<file path="src/rtl/gate_trace_logger_pkg.sv">
// Shared constants and helpers for the gate trace logger.
//   DEF_DATA_W / DEF_TS_W / DEF_DEPTH : default sizing of the logger
//   DROP_SAT                          : saturation value of the drop counter
//   entry_w()                         : width of one {ts, a, y} trace entry
package gate_trace_logger_pkg;

   localparam int DEF_DATA_W = 1;
   localparam int DEF_TS_W   = 16;
   localparam int DEF_DEPTH  = 8;

   localparam logic [7:0] DROP_SAT = 8'd255;

   function automatic int entry_w(input int ts_w, input int data_w);
      return ts_w + 2 * data_w;
   endfunction

   localparam int ENTRY_W = entry_w(DEF_TS_W, DEF_DATA_W);

endpackage

</file>
<file path="src/rtl/gate_trace_logger_if.sv">
// Trace entry stream between the logger and its consumer.
// Handshake: out_data is transferred at a rising edge where out_valid and
// out_ready are both 1. While out_valid=1 and out_ready=0 the source holds
// out_data unchanged. out_ready may be high while out_valid=0; nothing moves.
//   master : source side (drives out_valid, out_data; reads out_ready)
//   slave  : consumer side
interface gate_trace_logger_if #(
   parameter int W = gate_trace_logger_pkg::ENTRY_W
);
   logic         out_valid;
   logic         out_ready;
   logic [W-1:0] out_data;

   modport master (output out_valid, output out_data, input out_ready);
   modport slave  (input out_valid, input out_data, output out_ready);
endinterface

</file>
<file path="src/rtl/gate_trace_logger_sync_fifo.sv">
// Synchronous FIFO with registered pointers and a register-array store.
//   clk, rst : clock, synchronous active-high reset
//   flush    : synchronous empty (contents discarded)
//   push/din : write request and data (accepted when not full, or when full
//              and a pop happens in the same cycle)
//   pop/dout : read request and head data (dout is 0 while empty)
//   count    : occupancy, full, empty : status flags
module sync_fifo #(
   parameter int WIDTH = 8,
   parameter int DEPTH = 8
) (
   input  logic                   clk,
   input  logic                   rst,
   input  logic                   flush,
   input  logic                   push,
   input  logic                   pop,
   input  logic [WIDTH-1:0]       din,
   output logic [WIDTH-1:0]       dout,
   output logic [$clog2(DEPTH):0] count,
   output logic                   full,
   output logic                   empty
);

   localparam int AW = $clog2(DEPTH);
   localparam logic [AW:0] FULL_CNT = DEPTH[AW:0];

   logic [WIDTH-1:0] mem [DEPTH];
   logic [AW-1:0]    wr_ptr;
   logic [AW-1:0]    rd_ptr;
   logic             do_push;
   logic             do_pop;

   assign full    = (count == FULL_CNT);
   assign empty   = (count == '0);
   assign do_pop  = pop && !empty;
   // A full FIFO still takes a write when the head leaves in the same cycle;
   // the write slot then equals the slot being vacated.
   assign do_push = push && (!full || do_pop);

   always_ff @(posedge clk) begin
      if (rst || flush) begin
         wr_ptr <= '0;
         rd_ptr <= '0;
         count  <= '0;
      end else begin
         if (do_push) wr_ptr <= wr_ptr + 1'b1;
         if (do_pop)  rd_ptr <= rd_ptr + 1'b1;
         case ({do_push, do_pop})
            2'b10:   count <= count + 1'b1;
            2'b01:   count <= count - 1'b1;
            default: count <= count;
         endcase
      end
   end

   always_ff @(posedge clk) begin
      if (do_push && !rst && !flush) mem[wr_ptr] <= din;
   end

   assign dout = empty ? '0 : mem[rd_ptr];

endmodule

</file>
<file path="src/rtl/gate_trace_logger.sv">
// Monitor for a logic-gate stage: samples the gate input a and output y
// every clock and queues a timestamped {ts, a, y} entry whenever the pair
// changes (or as a first snapshot after enabling). Entries drain over a
// valid/ready stream.
//   clk, rst   : clock, synchronous active-high reset
//   en         : capture enable (also gates the timestamp counter)
//   clr        : flush FIFO and statistics, timestamp kept
//   a, y       : monitored gate signals
//   stream     : entry stream (out_valid / out_ready / out_data)
//   count      : FIFO occupancy
//   overflow   : sticky, an entry was dropped
//   drop_count : dropped entries, saturating at 255
module gate_trace_logger
   import gate_trace_logger_pkg::*;
#(
   parameter int DATA_W = DEF_DATA_W,
   parameter int TS_W   = DEF_TS_W,
   parameter int DEPTH  = DEF_DEPTH
) (
   input  logic                    clk,
   input  logic                    rst,
   input  logic                    en,
   input  logic                    clr,
   input  logic [DATA_W-1:0]       a,
   input  logic [DATA_W-1:0]       y,
   gate_trace_logger_if.master     stream,
   output logic [$clog2(DEPTH):0]  count,
   output logic                    overflow,
   output logic [7:0]              drop_count
);

   localparam int EW = entry_w(TS_W, DATA_W);

   logic [TS_W-1:0]   ts;
   logic [DATA_W-1:0] prev_a;
   logic [DATA_W-1:0] prev_y;
   logic              primed;
   logic              evt;
   logic              push_req;
   logic              pop_req;
   logic              push_ok;
   logic              full;
   logic              empty;
   logic [EW-1:0]     entry;

   // An unprimed enable always logs, so every enable window starts with a
   // snapshot of the current a/y pair.
   assign evt      = en && (!primed || (a != prev_a) || (y != prev_y));
   assign push_req = evt && !clr;
   assign pop_req  = stream.out_valid && stream.out_ready && !clr;
   assign push_ok  = !full || pop_req;
   assign entry    = {ts, a, y};

   assign stream.out_valid = !empty;

   always_ff @(posedge clk) begin
      if (rst) begin
         ts         <= '0;
         prev_a     <= '0;
         prev_y     <= '0;
         primed     <= 1'b0;
         overflow   <= 1'b0;
         drop_count <= '0;
      end else begin
         if (en) ts <= ts + 1'b1;
         prev_a <= a;
         prev_y <= y;
         if (clr) begin
            primed     <= 1'b0;
            overflow   <= 1'b0;
            drop_count <= '0;
         end else begin
            primed <= en;
            if (push_req && !push_ok) begin
               overflow <= 1'b1;
               if (drop_count != DROP_SAT) drop_count <= drop_count + 1'b1;
            end
         end
      end
   end

   sync_fifo #(
      .WIDTH (EW),
      .DEPTH (DEPTH)
   ) u_fifo (
      .clk   (clk),
      .rst   (rst),
      .flush (clr),
      .push  (push_req),
      .pop   (pop_req),
      .din   (entry),
      .dout  (stream.out_data),
      .count (count),
      .full  (full),
      .empty (empty)
   );

endmodule

</file>
<file path="src/flat_wrapper.sv">
// flat-port wrapper written by rule: the top's interface ports become plain ports
module gate_trace_logger_flat import gate_trace_logger_pkg::*;
#(
   parameter int DATA_W = DEF_DATA_W,
   parameter int TS_W   = DEF_TS_W,
   parameter int DEPTH  = DEF_DEPTH
)
  (clk, rst, en, clr, a, y, count, overflow, drop_count, stream_out_valid, stream_out_data, stream_out_ready);
  gate_trace_logger_if #(.W(ENTRY_W)) stream_i ();
  input  logic clk;
  input  logic rst;
  input  logic en;
  input  logic clr;
  input  logic [DATA_W-1:0] a;
  input  logic [DATA_W-1:0] y;
  output logic [$clog2(DEPTH):0] count;
  output logic overflow;
  output logic [7:0] drop_count;
  output wire logic [$bits(stream_i.out_valid)-1:0] stream_out_valid;
  output wire logic [$bits(stream_i.out_data)-1:0] stream_out_data;
  input wire logic [$bits(stream_i.out_ready)-1:0] stream_out_ready;
  assign stream_out_valid = stream_i.out_valid;
  assign stream_out_data = stream_i.out_data;
  assign stream_i.out_ready = stream_out_ready;
  gate_trace_logger #(.DATA_W(DATA_W), .TS_W(TS_W), .DEPTH(DEPTH)) u_core (.clk(clk), .rst(rst), .en(en), .clr(clr), .a(a), .y(y), .stream(stream_i), .count(count), .overflow(overflow), .drop_count(drop_count));
endmodule
</file>
<file path="config.mk">
export PLATFORM = sky130hd
export DESIGN_NAME = gate_trace_logger_flat
export DESIGN_NICKNAME = d
export VERILOG_FILES = /design/src/rtl/gate_trace_logger_pkg.sv /design/src/rtl/gate_trace_logger_if.sv /design/src/rtl/gate_trace_logger_sync_fifo.sv /design/src/rtl/gate_trace_logger.sv /design/src/flat_wrapper.sv
export SDC_FILE = /design/constraint.sdc
export NUM_CORES = 1
export LEC_CHECK = 0
export ABC_CLOCK_PERIOD_IN_PS = 12450
export BUFFER_PORTS_ARGS = -buffer_cell sky130_fd_sc_hd__buf_2
export CELL_PAD_IN_SITES_DETAIL_PLACEMENT = 1
export CELL_PAD_IN_SITES_GLOBAL_PLACEMENT = 2
export CORE_UTILIZATION = 49
export DETAILED_ROUTE_END_ITERATION = 7
export PLACE_DENSITY_LB_ADDON = 0.1
export SETUP_SLACK_MARGIN = 0.02
export SLEW_MARGIN = 20
export SYNTH_ARGS = -nofsm -noshare
export SYNTH_HDL_FRONTEND = slang
export SYNTH_HIERARCHICAL = 1
export SYNTH_SLANG_ARGS = --single-unit
</file>
<file path="constraint.sdc">
create_clock -name clk -period 12.45 [get_ports clk]
set_input_delay 2.49 -clock clk [delete_from_list [all_inputs] [get_ports clk]]
set_output_delay 2.49 -clock clk [all_outputs]
set_load 0.02 [all_outputs]
</file>
# After elaboration in Yosys (flattened, before gate mapping)
# Memory sizes are Yosys's and may differ from the RTL's. A register that Yosys moved wholly into a read port is not among the register bits.
# Cells that the tools add are included.
[totals]
ram_bits = 144
output_inout_bits = 32
word_cells = 52
reg_bits = 38
mem_count = 1
[classes]
n_mux = 6
reduce_logical = 24
n_eq_ne = 6
addsub = 6
[memory_table]
columns = ["memory", "words", "width", "read_ports", "rd_ports_with_merged_regs", "write_ports", "line", "rtl"]
rows = [
  ["u_core.u_fifo.mem", 8, 18, 1, 1, 1, "gate_trace_logger_sync_fifo.sv:27", "logic [WIDTH-1:0] mem [DEPTH];"],
]
[op_table]
columns = ["operator", "count"]
rows = [
  ["18-bit 2-to-1 mux", 1],
  ["16-bit by 1-bit adder with 16-bit output (second input constant)", 1],
  ["1-bit logical AND", 9],
  ["8-bit by 1-bit adder with 8-bit output (second input constant)", 1],
  ["8-bit inequality test (second input constant)", 1],
  ["4-bit case mux with 2 select lines", 1],
  ["3-bit by 1-bit adder with 3-bit output (second input constant)", 2],
  ["1-bit logical NOT", 6],
  ["3-bit 2-to-1 mux", 2],
  ["1-bit logical OR", 5],
  ["4-bit by 1-bit adder with 4-bit output (second input constant)", 1],
  ["4-bit equality test (second input constant)", 1],
  ["4-bit logical NOT", 1],
  ["4-bit by 1-bit subtractor with 4-bit output (second input constant)", 1],
  ["2-bit by 1-bit equality test with 1-bit output (second input constant)", 1],
  ["2-bit equality test (second input constant)", 1],
  ["1-bit 2-to-1 mux", 2],
  ["1-bit inequality test", 2],
  ["2-bit AND reduction", 1],
  ["2-bit nonzero test", 1],
  ["2-bit OR reduction", 1],
]

# Depth between registers and ports, before layout
[depth]
word_depth = 11
ltp_mapped = 14
depth_no_buf = 11

# Hierarchy
# Netlist, hierarchy kept.
[modules_own_cells]
columns = ["module", "area_each_um2", "instances", "seq_area_each_um2", "cells_per_inst"]
rows = [
  ["sync_fifo", 6198.4, 1, 4584.4, 312],
  ["gate_trace_logger", 1316.3, 1, 560.5, 149],
]

# Worst setup path after synthesis
# No wires, ideal clock.
[synth_path]
path_kind = "input-to-reg"
start = "input port a"
end = "memory u_core/u_fifo/mem[1][0] in the netlist's numbering, enable pin"
required_time_ns = 12.034
path_slack_ns = 6.603
setup_ns = 0.416
n_path_buf = 1
arrival_time_ns = 5.431
stages = 7
path_cell_list = "xnor2_1 > and3_1 > buf_2 > nor3b_1 > o21ai_2 > or3_1 > nor3_1"
[synth_via]
elab_chain_cells = 10
[synth_lines]
columns = ["element", "line", "rtl"]
rows = [
  ["from (decl)", "flat_wrapper.sv:14", "input logic [DATA_W-1:0] a;"],
  ["1-bit inequality test", "gate_trace_logger.sv:48", "assign evt = en && (!primed || (a != prev_a) || (y != prev_y));"],
  ["1-bit logical OR (2 in a row)", "gate_trace_logger.sv:48", ""],
  ["1-bit logical AND", "gate_trace_logger.sv:48", ""],
  ["1-bit logical AND", "gate_trace_logger.sv:49", "assign push_req = evt && !clr;"],
  ["via u_core.push_req", "gate_trace_logger.sv:39", "logic push_req;"],
  ["1-bit logical AND", "gate_trace_logger_sync_fifo.sv:38", "assign do_push = push && (!full || do_pop);"],
  ["1-bit logical AND (2 in a row)", "gate_trace_logger_sync_fifo.sv:57", "if (do_push && !rst && !flush) mem[wr_ptr] <= din;"],
  ["1-bit 2-to-1 mux", "gate_trace_logger_sync_fifo.sv:57", ""],
  ["1-bit 2-to-1 mux (not written as such)", "gate_trace_logger_sync_fifo.sv:57", ""],
  ["to (decl)", "gate_trace_logger_sync_fifo.sv:27", ""],
]
# The timed path passes the listed nets, and every way through them passes these cells.

# Worst setup path in the final report
[layout_path]
start = "input port a"
end = "register u_core.u_fifo.count[3]"
[layout_via]
elab_chain_cells = 8
[layout_lines]
columns = ["element", "line", "rtl"]
rows = [
  ["1-bit inequality test *", "gate_trace_logger.sv:48", ""],
  ["1-bit logical OR * (2 in a row)", "gate_trace_logger.sv:48", ""],
  ["1-bit logical AND *", "gate_trace_logger.sv:48", ""],
  ["1-bit logical AND *", "gate_trace_logger.sv:49", ""],
  ["via u_core.push_req", "gate_trace_logger.sv:39", ""],
  ["1-bit logical AND *", "gate_trace_logger_sync_fifo.sv:38", ""],
  ["2-bit by 1-bit equality test with 1-bit output or 2-bit equality test (tied branches)", "gate_trace_logger_sync_fifo.sv:48", "case ({do_push, do_pop})"],
  ["4-bit case mux with 2 select lines or 2-bit nonzero test (tied branches)", "-", ""],
  ["to (signal assigned)", "gate_trace_logger_sync_fifo.sv:49", "2'b10: count <= count + 1'b1;"],
  ["to (signal assigned)", "gate_trace_logger_sync_fifo.sv:50", "2'b01: count <= count - 1'b1;"],
  ["to (signal assigned)", "gate_trace_logger_sync_fifo.sv:51", "default: count <= count;"],
  ["to (decl)", "gate_trace_logger_sync_fifo.sv:19", "output logic [$clog2(DEPTH):0] count,"],
]
# Mark *: on every way through the listed nets, which the timed path passes. The rest lies on a longest branch.
# A chain may end at the register's enable or synchronous reset.

==> results.tsv <==
metric	value	unit
fin_skew	0.006349	ns
syn-num-nets	475	
worst_hold_path_type	flop to flop	
ys_types	51	
viasPerCell	5.830	
postCtsHoldBufs	0	
fmax	0.1943	GHz
ys_seq_area_share	68.46	%
gr-total-overflow	0	
ys_seq_elements	185	
cp_common_cell	inv_1	
crit_chain	buf_2 -> xnor2_1 -> and3_1 -> nor3b_1 -> inv_1 -> nand2b_1 -> inv_1 -> ha_1 -> a21oi_1 -> a211oi_1 -> nand3b_1 -> a31oi_1	
worstPathMaxFanout	15	
max_stage_delay	0.74	ns
rows	44	
synth_top_area_share	57.54	%
htree_num_levels	4	
place_area	7930	um^2
clkTransAtPathRegs	0.06	ns
ios	39	
fp.dieArea	15840	um^2
synth_warnings	6	
max_cap_violations	0	
area_delta_synth_final	12.35	%
multiInputGateArea	2243	um^2
portBuffers	38	
n_fill_cell	1390	
rsz0062_at_grt	no	
place_hpwl	9526	um
fin_nets	524	
die_y	125.8	um
report.final.setup_viol	0	
seq_area	5146	um^2
critical_path_class	input pin to flop	
antenna_found_initial	0	
syn_avg_cell_area	16.30	um^2
start_util	50.93	%
power_density	137.1	nW/um^2
reg2reg_from	u_core/u_fifo/count[0]$_SDFFE_PP0P_	
cts.sinks	185	
coreArea	14750	um^2
worstSetupEndpointType	flop	
async_reset_ff_share	0	%
crit_arrival	5.49	ns
synth_area_leader_cell	edfxtp_1	
numCtsBuffers	17	
hold_path_startpoint	u_core/overflow$_SDFFE_PP0P_	
ant_nets	0	
drc_errors	0	
grt_pass1_vias	4325	
grt_use_total	20.94	%
fin_setup_tns	0	ns
worst_pin_slew	0.8174	ns
p_leak	2.748	nW
final-hold-violation-count	0	
grt_max_degree	37	
fin_area	8443	um^2
routed_wirelength	15050	um
startpoint	a	
cts_resized	0	
gp_congestion	0.7528	
synthesis.area	7515	um^2
fin_crit	5.147	ns
drive_gt1_share	24.67	%
drv_slew	0	
drt_iter0_drc	283	
cts-root-buf	clkbuf_16	
synth-edff-count	144	
num_vias	4122	
relSlewSlack	45.39	%
ys.flop_type	edfxtp_1	
outcome	finished clean	
diodes	0	
syn_inst	461	
cts_tree	built	
worstSetupStartpointType	input pin	
dr.pass1.iters	4	
die-width	125.8	um
clockBufferDepth	2	
worstPathRequired	12.80	ns
cp_slowest_cell	nor3b_1	
post_cts_buffers	0	
post_drt_wl_per_cell	21.28	um
synth.area.top_cells	edfxtp_1 58%, dfxtp_1 11%, mux4_2 11%	
grt_pass1_wl	24310	um
finalCritPeriodShare	41.34	%
max-vdd-ir-drop	0.0001147	V
clock_latency	0.43	ns
Yosys cell counts (5+ instances only):
cell      number
a21oi_1       12
and3_1         6
buf_1          6
buf_2          5
dfxtp_1       41
edfxtp_1     144
ha_1           6
inv_1          8
mux2i_1       23
mux4_2        36
nand2_1       10
nand2b_1       5
nand3_1       11
nand4_1        6
nor2_1        50
nor3_1         6
o21ai_0        5
or3_1          6
or4_1          5
xnor2_1       12
xor2_1         7
power by group:
| part | leakage, nW | switching, mW | internal [mW] |
|---|---|---|---|
| Combinational | 0.887 | 0.0145 | 0.00808 |
| Sequential | 1.61 | 0.00329 | 0.662 |
| Clock | 0.247 | 0.218 | 0.251 |
critical path: cells and delay by family:
| kind | cells | cell delay [ns] |
|---|---|---|
| compound gates | 3 | 0.61 |
| xor+xnor | 1 | 0.15 |
| fa+ha+maj | 1 | 0.32 |
| buf+inv | 3 | 0.46 |
| simple gates | 4 | 1.46 |
path summary, 6_finish.rpt:
| check | slack (ns) | to | depth (start not counted) |
|---|---|---|---|
| max | 7.30 | u_core/u_fifo/count[3]$_SDFFE_PP0P_ | 12 |
| max reg2reg | 9.04 | u_core/u_fifo/count[3]$_SDFFE_PP0P_ | 12 |
| min | 0.46 | u_core/overflow$_SDFFE_PP0P_ | 1 |
| min reg2reg | 0.46 | u_core/overflow$_SDFFE_PP0P_ | 1 |
per-stage QoR:
stage	setup slack, ns	utilization, %	cells	hold slack (ns)	power [mW]
after global routing	6.981	57.23	707	0.5050	1.189
after detailed placement	6.887	53.75	675	0.4557	0.7018
after CTS	7.331	57.23	707	0.4726	1.168
final	7.303	57.23	707	0.4639	1.157
after global placement	7.039	53.75	675	0.4466	0.7008
after floorplan	6.603	-	461	0.4847	0.6931
cell type report:
type	count	share of cell area, %
sequential	185	60.95
clock buffer	18	5.083
clock inverter	14	0.9929
tap	184	2.727
inverter	8	0.3557
timing repair buffer	50	3.320
multi-input combinational	248	26.57
cells by family after synthesis:
| logic type | count (synthesis) | share of synthesized area, % |
|---|---|---|
| flip-flops | 185 | 68.46 |
| AND/OR/NAND/NOR | 126 | 8.575 |
| multiplexers | 60 | 14.00 |
| AO/OA/AOI/OAI | 36 | 3.580 |
| buffers and inverters | 28 | 1.898 |
| XOR/XNOR | 19 | 2.214 |
| adder cells (fa/ha/maj) | 7 | 1.265 |
metal layers:
layer | wire (um) | global-route usage (%)
met1 | 6872 | 28.34
met2 | 7365 | 33.79
met3 | 546 | 3.696
met4 | 260 | 8.788
met5 | 0 | 0
state kept, by name, indices dropped and copies added (netlist names), named ones only:
name,count
u_core/overflow,1
u_core/u_fifo/wr_ptr,3
u_core/prev_a,1
u_core/u_fifo/rd_ptr,3
u_core/u_fifo/count,4
u_core/drop_count,8
u_core/prev_y,1
u_core/u_fifo/mem,144
u_core/ts,16
u_core/primed,1
cells in the final DEF, fill, tap and decap left out, types with 12 or more instances in the layout:
cell type / Yosys / final
mux4_2: 36 / 36
a21oi_1: 12 / 12
mux2i_1: 23 / 23
clkbuf_16: 0 / 17
edfxtp_1: 144 / 144
dfxtp_1: 41 / 40
buf_4: 4 / 12
buf_2: 5 / 38
nor2_1: 50 / 50
xnor2_1: 12 / 12
(Power assumes the default switching activity.)
